$ cat config.mk
export PLATFORM = sky130hd
export DESIGN_NAME = dm01_break_arbiter_flat
export DESIGN_NICKNAME = d
export VERILOG_FILES = /design/src/rtl/dm01_break_arbiter_if.sv /design/src/rtl/dm01_break_arbiter.sv /design/src/flat_wrapper.sv
export SDC_FILE = /design/constraint.sdc
export NUM_CORES = 1
export LEC_CHECK = 0
export ABC_AREA = 1
export BUFFER_PORTS_ARGS = -buffer_cell sky130_fd_sc_hd__buf_4
export CAP_MARGIN = 10
export CELL_PAD_IN_SITES_DETAIL_PLACEMENT = 0
export CELL_PAD_IN_SITES_GLOBAL_PLACEMENT = 2
export CORE_MARGIN = 5
export CORE_UTILIZATION = 31
export DETAILED_ROUTE_END_ITERATION = 6
export PLACE_DENSITY = 0.81
export SLEW_MARGIN = 10
export SYNTH_ARGS = -nofsm -noshare
export SYNTH_HDL_FRONTEND = slang
export SYNTH_SLANG_ARGS = --single-unit
$ cat constraint.sdc
create_clock -name clk -period 2.6 [get_ports clk]
set_input_delay 0.13 -clock clk [delete_from_list [all_inputs] [get_ports clk]]
set_output_delay 0.13 -clock clk [all_outputs]
set_load 0.005 [all_outputs]
$ cat src/rtl/dm01_break_arbiter_if.sv
// Data-break arbitration bus: channel requests/acks, CPU break handshake and the
// TP4 memory-cycle strobe.
//   master : the arbiter side (drives brk_rq, grant, chan, ack, busy, stall)
//   slave  : the CPU/peripheral side (drives tp4, b_brk, req, stall_clr)
interface dm01_break_arbiter_if #(
   parameter int unsigned NCH = 4,
   parameter int unsigned CHW = 2
);
   logic           tp4;
   logic           b_brk;
   logic [NCH-1:0] req;
   logic           stall_clr;
   logic           brk_rq;
   logic [NCH-1:0] grant;
   logic [CHW-1:0] chan;
   logic [NCH-1:0] ack;
   logic           busy;
   logic           stall;

   modport master (
      input  tp4, b_brk, req, stall_clr,
      output brk_rq, grant, chan, ack, busy, stall
   );

   modport slave (
      output tp4, b_brk, req, stall_clr,
      input  brk_rq, grant, chan, ack, busy, stall
   );
endinterface

$ cat src/rtl/dm01_break_arbiter.sv
// PDP-8/I data-break arbiter. Shares the single DMA break path among NCH channels,
// arbitrating only on TP4 strobes so bus steering never changes mid memory cycle.
//   clk, rst : system clock, asynchronous active-high reset
//   bus      : dm01_break_arbiter_if.master
//              in : tp4, b_brk, req[NCH], stall_clr
//              out: brk_rq, grant[NCH] (one-hot), chan[CHW], ack[NCH] (1-clk pulse),
//                   busy, stall (sticky)
module dm01_break_arbiter #(
   parameter int unsigned NCH         = 4,
   parameter int unsigned CHW         = 2,
   parameter int unsigned ROUND_ROBIN = 0,
   parameter int unsigned MAX_WAIT    = 15
) (
   input  logic                 clk,
   input  logic                 rst,
   dm01_break_arbiter_if.master bus
);

   typedef enum logic [1:0] {StIdle, StPend, StBrk} state_e;

   state_e         state_q, state_d;
   logic [CHW-1:0] win_q, win_d;
   logic [CHW-1:0] ptr_q, ptr_d;
   logic [7:0]     wait_q, wait_d;
   logic [NCH-1:0] ack_q, ack_d;
   logic           stall_q, stall_d;

   logic [NCH-1:0] win_oh;
   logic [CHW-1:0] win_nxt;
   logic [CHW:0]   pick_res;
   logic           stall_set;

   // Returns {found, index}: first set bit of cand searching upward from start, wrapping at NCH.
   function automatic logic [CHW:0] pick(input logic [NCH-1:0] cand, input logic [CHW-1:0] start);
      logic [CHW:0] res;
      logic [CHW:0] idx;
      res = '0;
      // Descending scan so the candidate closest to start overwrites the others.
      for (int k = int'(NCH) - 1; k >= 0; k--) begin
         idx = {1'b0, start} + (CHW+1)'(k);
         if (idx >= (CHW+1)'(NCH)) idx = idx - (CHW+1)'(NCH);
         if (cand[idx[CHW-1:0]]) res = {1'b1, idx[CHW-1:0]};
      end
      return res;
   endfunction

   assign win_oh  = NCH'(1) << win_q;
   assign win_nxt = (win_q == CHW'(NCH - 1)) ? '0 : win_q + 1'b1;

   always_comb begin
      state_d   = state_q;
      win_d     = win_q;
      ptr_d     = ptr_q;
      wait_d    = wait_q;
      ack_d     = '0;
      stall_set = 1'b0;
      pick_res  = '0;
      unique case (state_q)
         StIdle: begin
            if (bus.tp4) begin
               pick_res = pick(bus.req, (ROUND_ROBIN != 0) ? ptr_q : '0);
               if (pick_res[CHW]) begin
                  state_d = StPend;
                  win_d   = pick_res[CHW-1:0];
                  wait_d  = '0;
               end
            end
         end
         StPend: begin
            if (bus.b_brk) begin
               // CPU entering break wins over a coincident TP4.
               state_d = StBrk;
               wait_d  = '0;
            end else if (bus.tp4) begin
               if (!bus.req[win_q]) begin
                  // Winner withdrew: re-arbitrate without acking it.
                  pick_res = pick(bus.req, (ROUND_ROBIN != 0) ? ptr_q : '0);
                  wait_d   = '0;
                  if (pick_res[CHW]) begin
                     win_d = pick_res[CHW-1:0];
                  end else begin
                     state_d = StIdle;
                     win_d   = '0;
                  end
               end else begin
                  if (wait_q != 8'hFF) wait_d = wait_q + 8'd1;
                  if (wait_d >= 8'(MAX_WAIT)) stall_set = 1'b1;
               end
            end
         end
         StBrk: begin
            wait_d = '0;
            if (bus.tp4) begin
               ack_d    = win_oh;
               ptr_d    = win_nxt;
               // Mask the channel just served so its still-high req cannot win again.
               pick_res = pick(bus.req & ~win_oh, (ROUND_ROBIN != 0) ? win_nxt : '0);
               if (pick_res[CHW]) begin
                  state_d = StPend;
                  win_d   = pick_res[CHW-1:0];
               end else begin
                  state_d = StIdle;
                  win_d   = '0;
               end
            end
         end
         default: begin
            state_d = StIdle;
            win_d   = '0;
         end
      endcase
      stall_d = stall_set | (stall_q & ~bus.stall_clr);
   end

   always_ff @(posedge clk or posedge rst) begin
      if (rst) begin
         state_q <= StIdle;
         win_q   <= '0;
         ptr_q   <= '0;
         wait_q  <= '0;
         ack_q   <= '0;
         stall_q <= 1'b0;
      end else begin
         state_q <= state_d;
         win_q   <= win_d;
         ptr_q   <= ptr_d;
         wait_q  <= wait_d;
         ack_q   <= ack_d;
         stall_q <= stall_d;
      end
   end

   assign bus.brk_rq = (state_q == StPend);
   assign bus.busy   = (state_q != StIdle);
   assign bus.grant  = (state_q != StIdle) ? win_oh : '0;
   assign bus.chan   = (state_q != StIdle) ? win_q : '0;
   assign bus.ack    = ack_q;
   assign bus.stall  = stall_q;

endmodule

$ cat src/flat_wrapper.sv
// flat-port wrapper written by rule: the top's interface ports become plain ports
module dm01_break_arbiter_flat 
#(
   parameter int unsigned NCH         = 4,
   parameter int unsigned CHW         = 2,
   parameter int unsigned ROUND_ROBIN = 0,
   parameter int unsigned MAX_WAIT    = 15
)
  (clk, rst, bus_tp4, bus_b_brk, bus_req, bus_stall_clr, bus_brk_rq, bus_grant, bus_chan, bus_ack, bus_busy, bus_stall);
  dm01_break_arbiter_if #(.NCH(NCH), .CHW(CHW)) bus_i ();
  input  logic clk;
  input  logic rst;
  input wire logic [$bits(bus_i.tp4)-1:0] bus_tp4;
  input wire logic [$bits(bus_i.b_brk)-1:0] bus_b_brk;
  input wire logic [$bits(bus_i.req)-1:0] bus_req;
  input wire logic [$bits(bus_i.stall_clr)-1:0] bus_stall_clr;
  output wire logic [$bits(bus_i.brk_rq)-1:0] bus_brk_rq;
  output wire logic [$bits(bus_i.grant)-1:0] bus_grant;
  output wire logic [$bits(bus_i.chan)-1:0] bus_chan;
  output wire logic [$bits(bus_i.ack)-1:0] bus_ack;
  output wire logic [$bits(bus_i.busy)-1:0] bus_busy;
  output wire logic [$bits(bus_i.stall)-1:0] bus_stall;
  assign bus_i.tp4 = bus_tp4;
  assign bus_i.b_brk = bus_b_brk;
  assign bus_i.req = bus_req;
  assign bus_i.stall_clr = bus_stall_clr;
  assign bus_brk_rq = bus_i.brk_rq;
  assign bus_grant = bus_i.grant;
  assign bus_chan = bus_i.chan;
  assign bus_ack = bus_i.ack;
  assign bus_busy = bus_i.busy;
  assign bus_stall = bus_i.stall;
  dm01_break_arbiter #(.NCH(NCH), .CHW(CHW), .ROUND_ROBIN(ROUND_ROBIN), .MAX_WAIT(MAX_WAIT)) u_core (.clk(clk), .rst(rst), .bus(bus_i));
endmodule
==> Word-level counts from Yosys, hierarchy flattened <==
Cells that the tools add are included.
{ "totals": {"out_inout_bits": 13, "inputBits": 9, "elab_cells": 88, "ff_bits": 17} }
{ "classes": {"n_mux": 56, "n_shift": 1, "eq_ne": 12, "n_reduce_logical": 6, "bitwise": 5, "n_addsub": 1, "magnitude_cmp": 2} }
{ "op_table": {"columns": ["operator", "count"], "rows": [
  ["$mux W8", 10],
  ["$mux W3", 16],
  ["$mux W2", 16],
  ["$pmux W8 S3", 1],
  ["$mux W4", 3],
  ["$pmux W2 S3", 2],
  ["$reduce_and A6 Y1", 2],
  ["$ne A2 B2 Y1 const B", 5],
  ["$ne A3 B3 Y1 const B", 3],
  ["$add A8 B1 Y8 const B", 1],
  ["$ge A8 B4 Y1 const B", 1],
  ["$ne A8 B8 Y1 const B", 1],
  ["$mux W1", 7],
  ["$and A4 B4 Y4", 1],
  ["$not A4 Y4", 1],
  ["$reduce_and A4 Y1", 1],
  ["$shl A1 B2 Y4 const A", 1],
  ["$lt A2 B3 Y1 const B", 1],
  ["$reduce_bool A3 Y1", 1],
  ["$bmux W1 S2", 1],
  ["$eq A2 B1 Y1 const B", 1],
  ["$eq A2 B2 Y1 const B", 1],
  ["$logic_not A2 Y1", 1],
  ["$ne A2 B1 Y1 const B", 1],
  ["other kinds (4)", 4]
]} }

==> Longest topological paths before layout <==
{ "logic_depth": {"word_depth": 13, "depth_mapped": 11, "depth_no_buf": 11} }

==> Least setup slack after synthesis <==
No wires, ideal clock.
{ "synth_timing": {"path_type": "register -> register", "from": "register u_core.wait_q[0]", "to": "register u_core.stall_q, in the netlist u_core.bus.stall", "t_arrival_ps": 1249, "path_buffers": 0, "setup_slack_ps": 1234, "setup_ps": 116, "synth_period_minus_slack_ps": 1366, "path_stages_with_launch": 9, "required_time_ps": 2484, "cell_sequence": "dfrtp_1 -> ha_1 -> or2_2 -> nand2_1 -> o21ai_0 -> nand2_1 -> nand2_1 -> nand2_1 -> nand2_1"} }
{ "synth_between": {"elab_chain_len": 13, "elab_cells_between_ends": 14, "classes_between": "add/sub: 1; order compare: 1; eq/ne: 1; mux: 10; bitwise: 1"} }
{ "synth_rtl": {"columns": ["item", "line", "text"], "rows": [
  ["from (decl)", "dm01_break_arbiter.sv:24", "logic [7:0] wait_q, wait_d;"],
  ["from (signal assigned)", "dm01_break_arbiter.sv:127", "wait_q <= wait_d;"],
  ["$add A8 B1 Y8 / $ne A8 B8 Y1 (equally long branches)", "dm01_break_arbiter.sv:86", "if (wait_q != 8'hFF) wait_d = wait_q + 8'd1;"],
  ["$mux W8 (*)", "dm01_break_arbiter.sv:86", null],
  ["$mux W8 (*)", "dm01_break_arbiter.sv:75", "if (!bus.req[win_q]) begin"],
  ["$mux W8 (*)", "dm01_break_arbiter.sv:74", "end else if (bus.tp4) begin"],
  ["$mux W8 (*)", "dm01_break_arbiter.sv:70", "if (bus.b_brk) begin"],
  ["$mux W8 (*)", "dm01_break_arbiter.sv:58", "unique case (state_q)"],
  ["$ge A8 B4 Y1 (*)", "dm01_break_arbiter.sv:87", "if (wait_d >= 8'(MAX_WAIT)) stall_set = 1'b1;"],
  ["$mux W1 (*)", "dm01_break_arbiter.sv:87", null],
  ["$mux W1 (*)", "dm01_break_arbiter.sv:75", null],
  ["$mux W1 (*)", "dm01_break_arbiter.sv:74", null],
  ["$mux W1 (*)", "dm01_break_arbiter.sv:70", null],
  ["$mux W1 (*)", "dm01_break_arbiter.sv:58", null],
  ["$or A1 B1 Y1 (*)", "dm01_break_arbiter.sv:112", "stall_d = stall_set | (stall_q & ~bus.stall_clr);"],
  ["net u_core.stall_d", "dm01_break_arbiter.sv:26", "logic stall_q, stall_d;"],
  ["to (signal assigned)", "dm01_break_arbiter.sv:129", "stall_q <= stall_d;"],
  ["to (decl)", "dm01_break_arbiter.sv:26", null]
]} }
Mark *: on every way through the listed nets, which the timed path passes. The rest lies on a longest branch. The select of a mux whose other input is x is not followed.
A chain may end at the register's enable or synchronous reset.

==> Final worst setup path <==
Same ends and word-level chain as after synthesis.

==> metrics <==
Detail Placement HPWL=between 2000 and 2500 um; vias per cell=about 4.8; most frequent cells in the layout=nand2_1 (48), nor2_1 (28), inv_1 (24), buf_4 (21), dfrtp_1 (17); final core utilization=38.95%; final net count=between 200 and 250; clock period minus worst slack=~1.6 ns; area grow syn2layout=22.80%; I/O pin count=22; number of synthesized register bits=17; cells along the critical path=ha_1 > nand2_2 > nor2_4 > nand2_4 > nand2_1 > nand2_1 > nor2_1 > nand2_1 > nand2_1 > nand2_1 > nand2_1; Setup crit start kind=register; DP Area=1370 um2; Worst Max-Slew Pin Slew=between 0.6 and 0.7 ns; RD Place Congestion=~0.8; post-CTS resize count=0; Buffers on Ports=21; TritonCTS buffer count=3; all-layer global routing usage=about 13%; worst path required time=2.79 ns; post-route clock period utilization=between 60% and 70%; top post-synthesis cells by area=dfrtp_1 (37%), nand2_1 (16%), nor2_1 (9.1%), inv_1 (7.8%), nand3_1 (5.2%); setup bufs post-CTS=0; CTS tree=yes; Hold Vio Cnt, Final=17; crit path max fanout=7; RSZ-0062 raised after global routing=false; width of the die=70.97 um; most common cell after layout, fill and taps aside=nand2_1; violated checks=negative hold slack; CP dominant cell by count=nand2_1; Rows=22; # DRC=0; VDD IR-drop max=0.4009 mV; Detailed Routing Iterations Pass 1=4; DIE HEIGHT=70.97 um; Die ar.=just over 5000 um2; drt initial violations=76; grt ovf=0; Synth Instances=172; Skew-Pair Late Insertion Delay=0.25 ns; # hold bufs at CTS=0; final WL=just under 3000 um; average size of a mapped cell=~6.7 um2; Crit. End Element=register; Peak Freq=about 640 MHz; post-synthesis sequential area ratio=36.92%; critical path class=register to register; endpoints failing setup=0; Worst Hold Class=primary input to async pin; H-tree Lvls=1; Warnings, synthesis=0; initial antenna violation count=0; Clk pin slew, worst setup/hold paths=about 0.07 ns; Post-Syn Area=between 1000 and 1500 um2; share of cells above drive strength 1=about a fifth; WP data arrival=about 1.8 ns; TNS Setup=0 ns; max-slew violation count=0; register area=about 430 um2; fill count=between 300 and 400; wire per inst=around 12 um; crit path max-delay cell type=dfrtp_1; design area=1415 um2; Initial Util=31.71%; pin count of the biggest net entering global routing=18; largest area contributor in the netlist=dfrtp_1; max-cap viol count=0; CP max stage delay=approximately 0.44 ns; vias in the first global route=around 1,100; Post-Syn Nets=between 150 and 200; clock sink count=17; CTS root buffer=clkbuf_8; Worst slew margin=~54%; global-route wire length before repair=5078 um; PwrDens=746.3 nW/um2; Distinct cells, synth=25; r2r setup slk=1.04 ns; # diodes=0; hold slack final=-0.01687 ns; via count=between 1,000 and 1,500; post-synth top area share=a little under two fifths; core area=between 3000 and 4000 um2; clock skew=approximately 0.0017 ns; area of the multi-input gates=a little over 600 um2; status=finished, violations left; Longest Clk Path Bufs=2; Antenna Nets Post-Route=0; leak pwr=between 0.7 and 0.8 nW
## per-stage QoR
stage          setup WS (ns)  instances  hold slack [ns]   power, W
2_1_floorplan          1.234        172          0.05607  0.0006696
3_3_place_gp           1.074        241           0.2749  0.0008728
3_5_place_dp           1.072        241           0.2763  0.0008648
4_1_cts                1.049        245          0.01124   0.001071
5_1_grt               0.8764        245          0.05846   0.001146
6_report               1.038        245         -0.01687   0.001056
## final cells by class
class | instances | area share (%)
Multi-Input combinational cell | 126 | 43.68
Clock buffer | 4 | 3.183
Sequential cell | 17 | 30.06
Timing Repair Buffer | 21 | 11.14
Tap cell | 48 | 4.244
Inverter | 29 | 7.692
## metal layers
layer | wire length [um] | track usage (%) | up-vias | part of all wire (%)
met5 | 0 | 0 | - | 0
met4 | 32 | 3.758 | 0 | 1.1
met3 | 95 | 3.409 | 4 | 3.2
met2 | 1423 | 21.01 | 21 | 48
met1 | 1407 | 15.89 | 551 | 48
li1 | - | - | 594 | -
## synth_stat cells
master	instances
ha_1	1
o21ai_1	2
nand4_1	1
o21ai_0	7
xor2_1	1
a21oi_1	3
dfrtp_1	17
or2_2	1
nor2_1	28
a21oi_2	1
o211ai_1	1
o21ai_2	1
nand3_1	12
nand2_4	1
nor3_4	1
inv_1	24
o41ai_1	1
inv_2	5
nor3_1	1
nand2_1	48
nor2_4	3
a31oi_1	1
nand2_2	2
nand3_2	1
o22ai_1	8
## worst paths after layout
| path | to | startpoint | depth (start not counted) |
|---|---|---|---|
| max in group asynchronous | u_core.wait_q[5] | rst | 2 |
| max | u_core.bus.stall | u_core.wait_q[0] | 11 |
| min reg2reg | u_core.bus.stall | u_core.bus.stall | 2 |
| max reg2reg | u_core.bus.stall | u_core.wait_q[0] | 11 |
| min | u_core.bus.ack[0] | rst | 2 |
| min in group clk | u_core.state_q[1] | bus_b_brk | 3 |
## state kept, by name, summed over array words and instances, names as in the netlist
register,cells
u_core.wait_q,8
u_core.bus.ack,4
u_core.state_q,2
u_core.win_q,2
u_core.bus.stall,1
## worst max-delay path, delay by kind of cell, from the launching register on
family,cells,cell delay (ns)
adders and majority gates,1,0.23
and+or+nand+nor,10,0.84
DFF,1,0.44
## cells by family (layout without fill, tap and decap cells)
kind of cell	Yosys count	after routing	share of synthesized area, %
and+or+nand+nor	99	99	38.76
buffers and inverters	29	54	9.447
AOI/OAI and AO/OA	25	25	13.03
DFF	17	17	36.92
adders and majority gates	1	1	1.086
xor gates and xnor gates	1	1	0.7602
## power by group
part           switching [W]  leakage [nW]  internal [W]
clock network      0.0000885        0.0228      0.000109
logic               0.000308         0.477      0.000194
registers          0.0000552         0.232      0.000302
Power figures use the tool's default switching activity.
